File: src/rtl/switch_ingress_queue.sv
// Per-port ingress packet buffer in front of the crossbar: stores whole 4-word
// packets and replays one per frame strobe as a slot-aligned burst (or an idle frame).
module switch_ingress_queue #(
    parameter int WIDTH      = 15,
    parameter int PKT_WORDS  = 4,
    parameter int DEPTH_PKTS = 4
) (
    input  logic                          clk,
    input  logic                          rst,
    input  logic [WIDTH-1:0]              in_data,
    input  logic                          in_valid,
    input  logic                          in_sop,
    output logic                          in_ready,
    input  logic                          go,
    output logic [WIDTH-1:0]              out_data,
    output logic                          out_start,
    output logic                          out_valid,
    output logic [$clog2(DEPTH_PKTS):0]   pkt_count,
    output logic                          full,
    output logic                          err_drop
);
    localparam int PW = $clog2(DEPTH_PKTS);
    localparam int WW = $clog2(PKT_WORDS);
    localparam int CW = PW + 1;
    localparam logic [WW-1:0] LAST = WW'(PKT_WORDS - 1);

    typedef enum logic [1:0] {IDLE, SEND, PAD} state_t;
    typedef struct packed {
        logic             start;
        logic             valid;
        logic [WIDTH-1:0] data;
    } frm_t;

    logic [WIDTH-1:0] mem [DEPTH_PKTS*PKT_WORDS];
    state_t           state, nxt_state;
    logic [WW-1:0]    rs, nxt_rs, wi;
    logic [PW-1:0]    wpkt, rpkt;
    frm_t             frm, nxt_frm;
    logic             rdy_en, accept, bad_start, restart, commit, pop;

    // Reset holds in_ready low; rdy_en lifts it on the first edge after release.
    assign in_ready  = rdy_en & ((wi != '0) | (pkt_count < CW'(DEPTH_PKTS)));
    assign accept    = in_valid & in_ready;
    assign bad_start = accept & (wi == '0) & ~in_sop;
    assign restart   = accept & (wi != '0) & in_sop;
    assign commit    = accept & ~restart & (wi == LAST);
    assign full      = (pkt_count == CW'(DEPTH_PKTS));

    always_ff @(posedge clk) begin
        if (accept & ~bad_start)
            mem[{wpkt, restart ? WW'(0) : wi}] <= in_data;
    end

    always_ff @(posedge clk or negedge rst) begin
        if (!rst) begin
            wi       <= '0;
            wpkt     <= '0;
            rdy_en   <= 1'b0;
            err_drop <= 1'b0;
        end else begin
            rdy_en   <= 1'b1;
            err_drop <= bad_start | restart;
            // A restart reuses the same slot, so the partial words simply get overwritten.
            if (restart)
                wi <= WW'(1);
            else if (accept & ~bad_start)
                wi <= wi + 1'b1;
            if (commit)
                wpkt <= wpkt + 1'b1;
        end
    end

    always_ff @(posedge clk or negedge rst) begin
        if (!rst)
            pkt_count <= '0;
        else if (commit & ~pop)
            pkt_count <= pkt_count + 1'b1;
        else if (pop & ~commit)
            pkt_count <= pkt_count - 1'b1;
    end

    // Frame engine: go is only honoured between frames, keeping all ports slot-aligned.
    always_comb begin
        nxt_state = state;
        nxt_rs    = rs;
        nxt_frm   = '0;
        pop       = 1'b0;
        if (state == IDLE || rs == LAST) begin
            nxt_rs = '0;
            if (go && pkt_count != '0) begin
                nxt_state     = SEND;
                nxt_frm.start = 1'b1;
                nxt_frm.valid = 1'b1;
                nxt_frm.data  = mem[{rpkt, WW'(0)}];
            end else if (go) begin
                nxt_state     = PAD;
                nxt_frm.start = 1'b1;
            end else begin
                nxt_state = IDLE;
            end
        end else begin
            nxt_rs = rs + 1'b1;
            if (state == SEND) begin
                nxt_frm.valid = 1'b1;
                nxt_frm.data  = mem[{rpkt, nxt_rs}];
                pop           = (nxt_rs == LAST);
            end
        end
    end

    always_ff @(posedge clk or negedge rst) begin
        if (!rst) begin
            state <= IDLE;
            rs    <= '0;
            frm   <= '0;
            rpkt  <= '0;
        end else begin
            state <= nxt_state;
            rs    <= nxt_rs;
            frm   <= nxt_frm;
            if (pop)
                rpkt <= rpkt + 1'b1;
        end
    end

    assign out_data  = frm.data;
    assign out_start = frm.start;
    assign out_valid = frm.valid;
endmodule

File: config.mk
export PLATFORM = sky130hd
export DESIGN_NAME = switch_ingress_queue
export DESIGN_NICKNAME = d
export VERILOG_FILES = /design/src/rtl/switch_ingress_queue.sv
export SDC_FILE = /design/constraint.sdc
export NUM_CORES = 1
export LEC_CHECK = 0
export ABC_AREA = 1
export CAP_MARGIN = 20
export CORE_MARGIN = 2
export CORE_UTILIZATION = 40
export CTS_BUF_LIST = sky130_fd_sc_hd__clkbuf_2 sky130_fd_sc_hd__clkbuf_4 sky130_fd_sc_hd__clkbuf_8
export CTS_CLUSTER_DIAMETER = 80
export CTS_CLUSTER_SIZE = 40
export DETAILED_ROUTE_END_ITERATION = 10
export PLACE_DENSITY = 0.6
export SYNTH_ARGS = -nofsm -noshare
export SYNTH_HDL_FRONTEND = slang
export SYNTH_SLANG_ARGS = --single-unit
File: constraint.sdc
create_clock -name clk -period 3.3 [get_ports clk]
set_input_delay 0.495 -clock clk [delete_from_list [all_inputs] [get_ports clk]]
set_output_delay 0.495 -clock clk [all_outputs]
set_load 0.02 [all_outputs]
==> results of run 1 <==
[registers in the layout, summed over array words and instances (netlist names), 2 cells and up]
register / cells
out_data: 15
wpkt: 2
mem: 240
state: 2
wi: 2
rpkt: 2
rs: 2
pkt_count: 3
[tightest hold or removal path: cells and delay by family]
family                 cells  cell delay (ns)
and+or+nand+nor            1             0.05
buffers and inverters      2             0.46
[layout by cell type, fill, tap and decap left out, types with 3 or more instances in the layout]
master / Yosys / routed
o21ai_0: 33 / 33
buf_4: 2 / 27
clkdlybuf4s50_1: 0 / 41
xor2_1: 3 / 3
a21oi_1: 33 / 33
clkbuf_8: 0 / 15
nor2_1: 26 / 14
buf_12: 0 / 5
nand3_1: 184 / 184
nor2_2: 2 / 14
inv_1: 198 / 198
edfxtp_1: 240 / 240
bufinv_16: 0 / 3
dfrtp_1: 32 / 30
ha_1: 9 / 8
nand2_1: 391 / 391
[layout make-up]
class                           count  area [um^2]  area share (%)
Sequential cell                   272         8010            59.5
Multi-Input combinational cell    692         3100            23.0
Inverter                          201          756            5.62
Timing Repair Buffer               75          728            5.41
Tap cell                          390          488            3.63
Clock buffer                       15          206            1.53
Clock inverter                     10          168            1.25
Antenna cell                        1         2.50          0.0186
[power by group through the flow]
stage	Sequential (mW)	Clock [mW]	Combinational (mW)
floorplan	4.38	0	3.20
CTS	4.25	1.88	4.89
detailed placement	4.32	0	4.87
finish	4.24	1.82	4.86
global route	4.28	1.97	5.41
global placement	4.32	0	4.86
[layer usage]
| layer | global-route usage, % | wire length, um | vias to the layer above |
|---|---|---|---|
| met1 | 28.1 | 13900 | 3866 |
| met5 | 0 | 0 | - |
| met4 | 5.35 | 811 | 0 |
| met3 | 2.54 | 1760 | 39 |
| li1 | - | - | 3996 |
| met2 | 31.1 | 13800 | 239 |
[cells by family after synthesis]
family                   count (synthesis)  share of synthesized area, %
flip-flops                             272                          65.7
buffers and inverters                  263                          9.10
other                                    1                        0.0308
adder cells (fa/ha/maj)                 10                          1.09
multiplexers                             1                        0.0925
AO/OA/AOI/OAI                           69                          2.91
XOR/XNOR                                 4                         0.288
AND/OR/NAND/NOR                        607                          20.7
[worst max-delay path by stage]
| stage | startpoint | cells after the start | to |
|---|---|---|---|
| 4_1_cts | wi[0] | 5 | in_ready |
| 3_3_place_gp | in_sop | 10 | pkt_count[2] |
| 6_report | wi[0] | 5 | in_ready |
| 2_1_floorplan | wi[0] | 9 | mem[10][0] |
| 5_1_grt | wi[0] | 12 | pkt_count[2] |
| 3_5_place_dp | in_sop | 10 | pkt_count[2] |
[through the flow]
stage	hold WS [ns]	instances	power, mW
floorplan	0.199	1227	7.58
global placement	0.519	1629	9.18
detailed placement	0.535	1629	9.20
CTS	0.468	1655	11.0
global route	0.493	1655	11.7
finish	0.494	1656	10.9
[timing repair]
action,in CTS,in global routing
hold buffers,1,0
endpoints found under the hold margin,8,0
buffers inserted,0,0
==> impl_metrics.tcl, run 1 <==
set metrics [dict create \
    synth_cells 1227 \
    drive_gt1_share_pct 6.40 \
    synth_area_per_cell_um2 9.93 \
    cp_data_required_time_ns 2.80 \
    synth-seq-cells 272 \
    p_leak_nw 5.75 \
    overflow 0 \
    fp-row-count 63 \
    ys_seq_area_share_pct 65.7 \
    grt_max_degree 121 \
    hold_path.class "in2reg" \
    syn_to_final_growth_pct 10.5 \
    cts_resized 0 \
    synth_area_um2 12200 \
    critical-path-max-stage-delay_ns 0.60 \
    die_w_um 178 \
    syn_nets 1257 \
    clk_pin_slew_ns 0.14 \
    cp_cell_sequence "inv_1 > ha_1 > nand2_1 > and2_1 > clkdlybuf4s50_1" \
    worstRegToRegCells 12 \
    vias 8140 \
    synth_area_leaders "edfxtp_1 (59%), nand2_1 (12%), nand3_1 (7.6%)" \
    synth_edf_count 240 \
    die_area_um2 31900 \
    crit-reg2reg-capture "pkt_count[2]" \
    cp_slowest_cell "clkdlybuf4s50_1" \
    r2r_setup_slack_ns 0.89 \
    worst-path-buf-inv 2 \
    setup_ws_ns 0.765 \
    portBuffers 42 \
    power.switching_mw 4.62 \
    clockPowerShare_pct 16.7 \
    synthArstFlopShare_pct 11.8 \
    cts_max_path_buffers 3 \
    synth_most_common_cell "nand2_1" \
    internal_power_mw 6.30 \
    firstDrtPassIters 4 \
    finalHoldViolCount 0 \
    slew_headroom_pct 46.0 \
    wire_per_inst_um 18.3 \
    die_h_um 178 \
    tritoncts "built" \
    power.density_nw_per_um2 812 \
    cp-end-kind "output pin" \
    synth_top_cells_by_count "nand2_1 (391), edfxtp_1 (240), inv_1 (198), nand3_1 (184)" \
    stdcell_area_um2 13500 \
    whs_path_depth 3 \
    ioPinCount 43 \
    p_sw_share_pct 42.3 \
    cts_buffers 15 \
    grt_pass1_wl_mm 46.4 \
    cts_root_buf "clkbuf_8" \
    cp.arrival_ns 2.04 \
    combPwrFrac_pct 44.5 \
    cap_violations 0 \
    max_freq_mhz 394 \
    synth_cell_types 27 \
    setup_viol 0 \
    crit_path_max_fanout 4 \
    cts.sinks 272 \
    ys_warn_count 0 \
    place_area_um2 13100 \
    dp_slack_ns 0.789 \
    initial_core_util_pct 40.9 \
    status "complete, no violations" \
    drt_wl_total_mm 30.3 \
    via_per_inst 4.92 \
    ys.flop_type "edfxtp_1" \
    tightest_slew_ns 0.808 \
    drtIter0Drc 862 \
    cts_max_level 1 \
    critPathTopFamily "buffers and inverters" \
    skew_ns 0.0308 \
    clk_latency_ns 0.56 \
    fillers 2857 \
    rsz0062_at_grt "no" \
    hold-path-endpoint "out_start" \
    power_frac_seq_pct 38.8 \
    startpoint_type "flop" \
    tns_ns 0 \
    yosysTopAreaCell "edfxtp_1" \
    worst_ir_drop_vdd_v 0.000672 \
    final_util_pct 45.2 \
    synth_top_area_share_pct 59.2 \
    slew_viol_final 0 \
    grt_pass1_vias 7617 \
    fin_crit_ns 2.54 \
    route.detailed.drc 0 \
    finalCritPeriodShare_pct 76.8 \
    gp_congestion 0.790 \
    nets 1287 \
    criticalPathCategory "reg2out" \
    ant_nets 0 \
    r2r_start "wi[0]" \
    grt_usage_pct 19.5 \
    dp_hpwl_mm 17.9 \
    hold_start "go" \
    antenna_found_initial 1 \
    fp.coreArea_um2 29800 \
]
Power figures use the tool's default switching activity.
==> inputs of run 2 (changes only) <==
Settings changed: PLACE_DENSITY 0.6 to 0.62.
Clock period 3.3 ns to 2.1 ns, I/O delays scaled along.
==> run 2 against run 1 <==
  * Sequential power increased by 58%
  * First-iteration DRC count up 38%
  * Utilization up 3.6 points
  * Count of clock-buffer cells in the layout grew 1
  * Clock skew is 0.044 ns higher
  * Critical path depth grew 7
  * Non-clock buffer count up 40
  * Register-to-register slack got worse by 0.88 ns
  * Largest cell class unchanged
==> impl_metrics.tcl, run 2 (synthesis results as in run 1) <==
set metrics [dict create \
    worstRegToRegCells 12 \
    grt_max_degree 122 \
    clockPowerShare_pct 14.9 \
    finalHoldViolCount 0 \
    dp_hpwl_mm 17.7 \
    overflow 0 \
    r2r_setup_slack_ns 0.006 \
    startpoint_type "flop" \
    crit-reg2reg-capture "mem[0][12]" \
    clk_latency_ns 0.56 \
    grt_pass1_wl_mm 48.4 \
    cts_buffers 14 \
    fp-row-count 63 \
    largest_reg_flops 240 \
    tritoncts "built" \
    r2r_start "wi[0]" \
    nets 1326 \
    wire_per_inst_um 19.6 \
    clk_pin_slew_ns 0.18 \
    drive_gt1_share_pct 12.2 \
    cts.sinks 272 \
    ioPinCount 43 \
    setup_viol 0 \
    cts_max_path_buffers 3 \
    via_per_inst 5.16 \
    layout_commonest_cell "nand2_1" \
    tightest_slew_ns 0.668 \
    power.switching_mw 7.88 \
    skew_ns 0.0746 \
    slew_headroom_pct 55.3 \
    worst_ir_drop_vdd_v 0.000705 \
    cap_violations 0 \
    top_register "mem" \
    power_frac_seq_pct 36.9 \
    antenna_found_initial 2 \
    criticalPathCategory "reg2reg" \
    cts_max_level 1 \
    internal_power_mw 10.3 \
    syn_to_final_growth_pct 19.3 \
    p_leak_nw 6.11 \
    drt_wl_total_mm 33.3 \
    finalNonFillerCells 1696 \
    tns_ns 0 \
    power.density_nw_per_um2 1250 \
    initial_core_util_pct 40.9 \
    firstDrtPassIters 5 \
    cts_root_buf "clkbuf_8" \
    max_freq_mhz 478 \
    gp_congestion 0.794 \
    vias 8743 \
    p_sw_share_pct 43.4 \
    route.detailed.drc 0 \
    status "complete, no violations" \
    slew_viol_final 0 \
    cp_data_required_time_ns 2.39 \
    hold_path.class "in2async" \
    grt_usage_pct 20.3 \
    portBuffers 42 \
    crit_path_max_fanout 8 \
    ant_nets 0 \
    fin_crit_ns 2.09 \
    cp-end-kind "flop" \
    holdWs_ns 0.136 \
    die_area_um2 31900 \
    dp_cells 1643 \
    fp.coreArea_um2 29800 \
    finalCritPeriodShare_pct 99.7 \
    die_h_um 178 \
    rsz0062_at_grt "yes" \
    cp.arrival_ns 2.38 \
    die_w_um 178 \
    grt_pass1_vias 8356 \
    drtIter0Drc 1186 \
    final_cell_mix "nand2_1 (377), edfxtp_1 (240), inv_1 (190), nand3_1 (180), clkdlybuf4s50_1 (39)" \
    combPwrFrac_pct 48.2 \
]
==> run 2: how the worst max path moves through the flow <==
stage                   from      endpoint  slack (ns)
global placement    in_valid    mem[13][8]       -0.10
finish                 wi[0]    mem[0][12]       0.006
CTS                    wi[0]   mem[11][11]       -0.01
floorplan              wi[0]  pkt_count[2]       -0.02
global route           wi[0]     mem[2][1]       -0.07
detailed placement  in_valid    mem[14][1]       -0.10
==> run 2: layer usage <==
layer  wire (um)  up-vias  part of all wire, %  global-route usage, %
li1            -     4085                    -                      -
met1       14400     4212                   43                   29.3
met2       15000      385                   45                   31.7
met3        2890       59                  8.7                   3.22
met4         935        2                  2.8                   5.89
met5          13        -                0.039                      0
==> run 2: layout make-up <==
cell class                      instances  area (um^2)
Antenna cell                            2         5.00
Tap cell                              390          488
Fill cell                            2690        15300
Timing Repair Buffer                  115         1530
Inverter                              201          771
Clock buffer                           16          214
Sequential cell                       272         8010
Clock inverter                          8          139
Multi-Input combinational cell        692         3370
==> run 2: power by group through the flow <==
| stage | Combinational [mW] | Clock, mW | Sequential [mW] |
|---|---|---|---|
| floorplan | 5.12 | 0 | 6.88 |
| CTS | 7.96 | 2.77 | 6.69 |
| global placement | 7.78 | 0 | 6.82 |
| detailed placement | 7.81 | 0 | 6.82 |
| global route | 9.59 | 2.93 | 6.76 |
| finish | 8.75 | 2.71 | 6.70 |
==> run 2: worst max-delay path: stages (launching register included) <==
cell	delay, ns
dfrtp_1	0.41
inv_2	0.07
ha_4	0.15
nand2_2	0.04
and2_4	0.14
nand2_4	0.07
buf_6	0.13
nor2_4	0.11
buf_12	0.16
buf_8	0.13
nand3_2	0.09
inv_4	0.12
buf_12	0.16
==> run 2: timing repair <==
action | CTS | global route
setup endpoints to repair | 183 | 245
cloned | 2 | 7
gates resized for setup | 14 | 62
pin swaps | 4 | 11
hold buffers | 1 | 0
buffers inserted | 4 | 13
hold endpoints to repair | 32 | 0
==> run 2: through the flow <==
step | setup WS (ns) | area, um^2 | power, mW | util (%)
2_1_floorplan | -0.0154 | 12300 | 12.0 | -
3_3_place_gp | -0.104 | 13500 | 14.6 | 45.2
3_5_place_dp | -0.104 | 13500 | 14.6 | 45.2
4_1_cts | -0.0140 | 14000 | 17.4 | 46.9
5_1_grt | -0.0659 | 14500 | 19.3 | 48.7
6_report | 0.00581 | 14500 | 18.2 | 48.7
==> RTL edit, RTL diff (flow settings as in run 2) <==
Put one more register stage on the output `err_drop`, without a reset. The value now appears one clock later. The other outputs are not delayed to match.
--- a/src/rtl/switch_ingress_queue.sv
+++ b/src/rtl/switch_ingress_queue.sv
@@ -31,6 +31,8 @@
         logic [WIDTH-1:0] data;
     } frm_t;
 
+    logic err_drop_s0;
+
     logic [WIDTH-1:0] mem [DEPTH_PKTS*PKT_WORDS];
     state_t           state, nxt_state;
     logic [WW-1:0]    rs, nxt_rs, wi;
@@ -56,10 +58,10 @@
             wi       <= '0;
             wpkt     <= '0;
             rdy_en   <= 1'b0;
-            err_drop <= 1'b0;
+            err_drop_s0 <= 1'b0;
         end else begin
             rdy_en   <= 1'b1;
-            err_drop <= bad_start | restart;
+            err_drop_s0 <= bad_start | restart;
             // A restart reuses the same slot, so the partial words simply get overwritten.
             if (restart)
                 wi <= WW'(1);
@@ -126,5 +128,9 @@
     assign out_data  = frm.data;
     assign out_start = frm.start;
     assign out_valid = frm.valid;
+    always_ff @(posedge clk) begin
+        err_drop <= err_drop_s0;
+    end
+
 endmodule
 
Formal check against the unedited RTL: not equivalent (Yosys sat finds a counterexample within 4 cycles, from zero or initial values and one cycle with rst low).
==> RTL edit against run 2 <==
- routed wire length shrank 2.7%
- maximum frequency grew 2.6%
- area after synthesis grew 0.16%
- total power grew 0.51%
- die area grew 0.16%
- sequential cell count grew 1
- synthesized cell count is essentially flat
- final area shrank 2.3%
- critical path depth shrank 3
- sequential power is essentially flat
- worst setup slack gained 0.053 ns
- first-iteration DRC count shrank 10%
==> RTL edit: results (changes against run 2) <==
| Metric | Value |
|---|---|
| Worst reg2reg endpoint | `pkt_count[1]` |
| Vias in the first global route | `8101 (-3.1%)` |
| Syn Area/Cell | `9.93 sq um (about the same)` |
| Post-DP HPWL | `17.5 mm (-0.91%)` |
| P_comb | `8.80 mW (+0.6%)` |
| FFs w/ async S/R, synth | `11.7% (-0.043 points)` |
| Sequential area share after synthesis | `65.8% (about the same)` |
| Skew final | `0.0504 ns (-0.0241 ns)` |
| Worst path max stage delay | `0.43 ns (+0.02 ns)` |
| Largest delay share family, worst path | `adder cells` |
| Routing usage on met2 | `31.1% (-0.66 points)` |
| Register share of total power | `36.7% (-0.2 points)` |
| First DRT Iteration DRCs | `1064 (-10%)` |
| Inserted Clock Buffers | `15 (+1)` |
| Worst EP arrival | `2.49 ns (+0.11 ns)` |
| Pre-CTS setup slack | `-0.0385 ns (+0.0659 ns)` |
| Synth Area in Adders | `1.09% (-0.0018 points)` |
| DR WL met2 | `14.5 mm (-3.5%)` |
| Initial antenna violation count | `0 (-2)` |
| Global-route usage over all layers | `20.0% (-0.36 points)` |
| Placer Congestion | `0.798 (+0.48%)` |
| Setup ws final | `0.0590 ns (+0.0532 ns)` |
| R2R setup slack | `0.06 ns (+0.05 ns)` |
| Metal3 WL | `2.61 mm (-9.6%)` |
| Worst path slowest cell | `fa_2` |
| Xor/xnor cell area share of the yosys netlist | `0.287% (-0.00047 points)` |
| Lkg Pwr | `5.99 nW (-1.9%)` |
| Met1 WL | `14.3 mm (-0.79%)` |
| Status | `finished clean` |
| Worst slew margin | `52.4% (-2.9 points)` |
==> RTL edit: cell families after synthesis <==
family / after synthesis
buf+inv: 263
other cells: 1
xor+xnor: 4
simple gates: 607
mux: 1
compound gates: 69
flops: 273
fa+ha+maj: 10
==> RTL edit: area by class of cell <==
class / count / area (sq um)
clock buffers: 18 / 241
clock inverters: 7 / 124
fillers: 2726 / 15600
inverters: 201 / 762
multi-input cells: 692 / 3260
flip-flops and latches: 273 / 8030
well taps: 390 / 488
repair buffers: 97 / 1270
==> RTL edit: repair_timing <==
item	4_1_cts	5_1_grt
endpoints found under the hold margin	32	0
endpoints found under the setup margin	22	239
cloned	0	5
hold buffers	1	0
resized for setup	3	34
buffers inserted	0	4
pin swaps	0	8
==> RTL edit: worst reg2reg max path: cells and delay by family (launching register included) <==
family	cells	cell delay (ns)
muxes	1	0.26
and+or+nand+nor	2	0.13
adders and majority gates	3	0.81
buffers and inverters	3	0.33
DFF	1	0.41
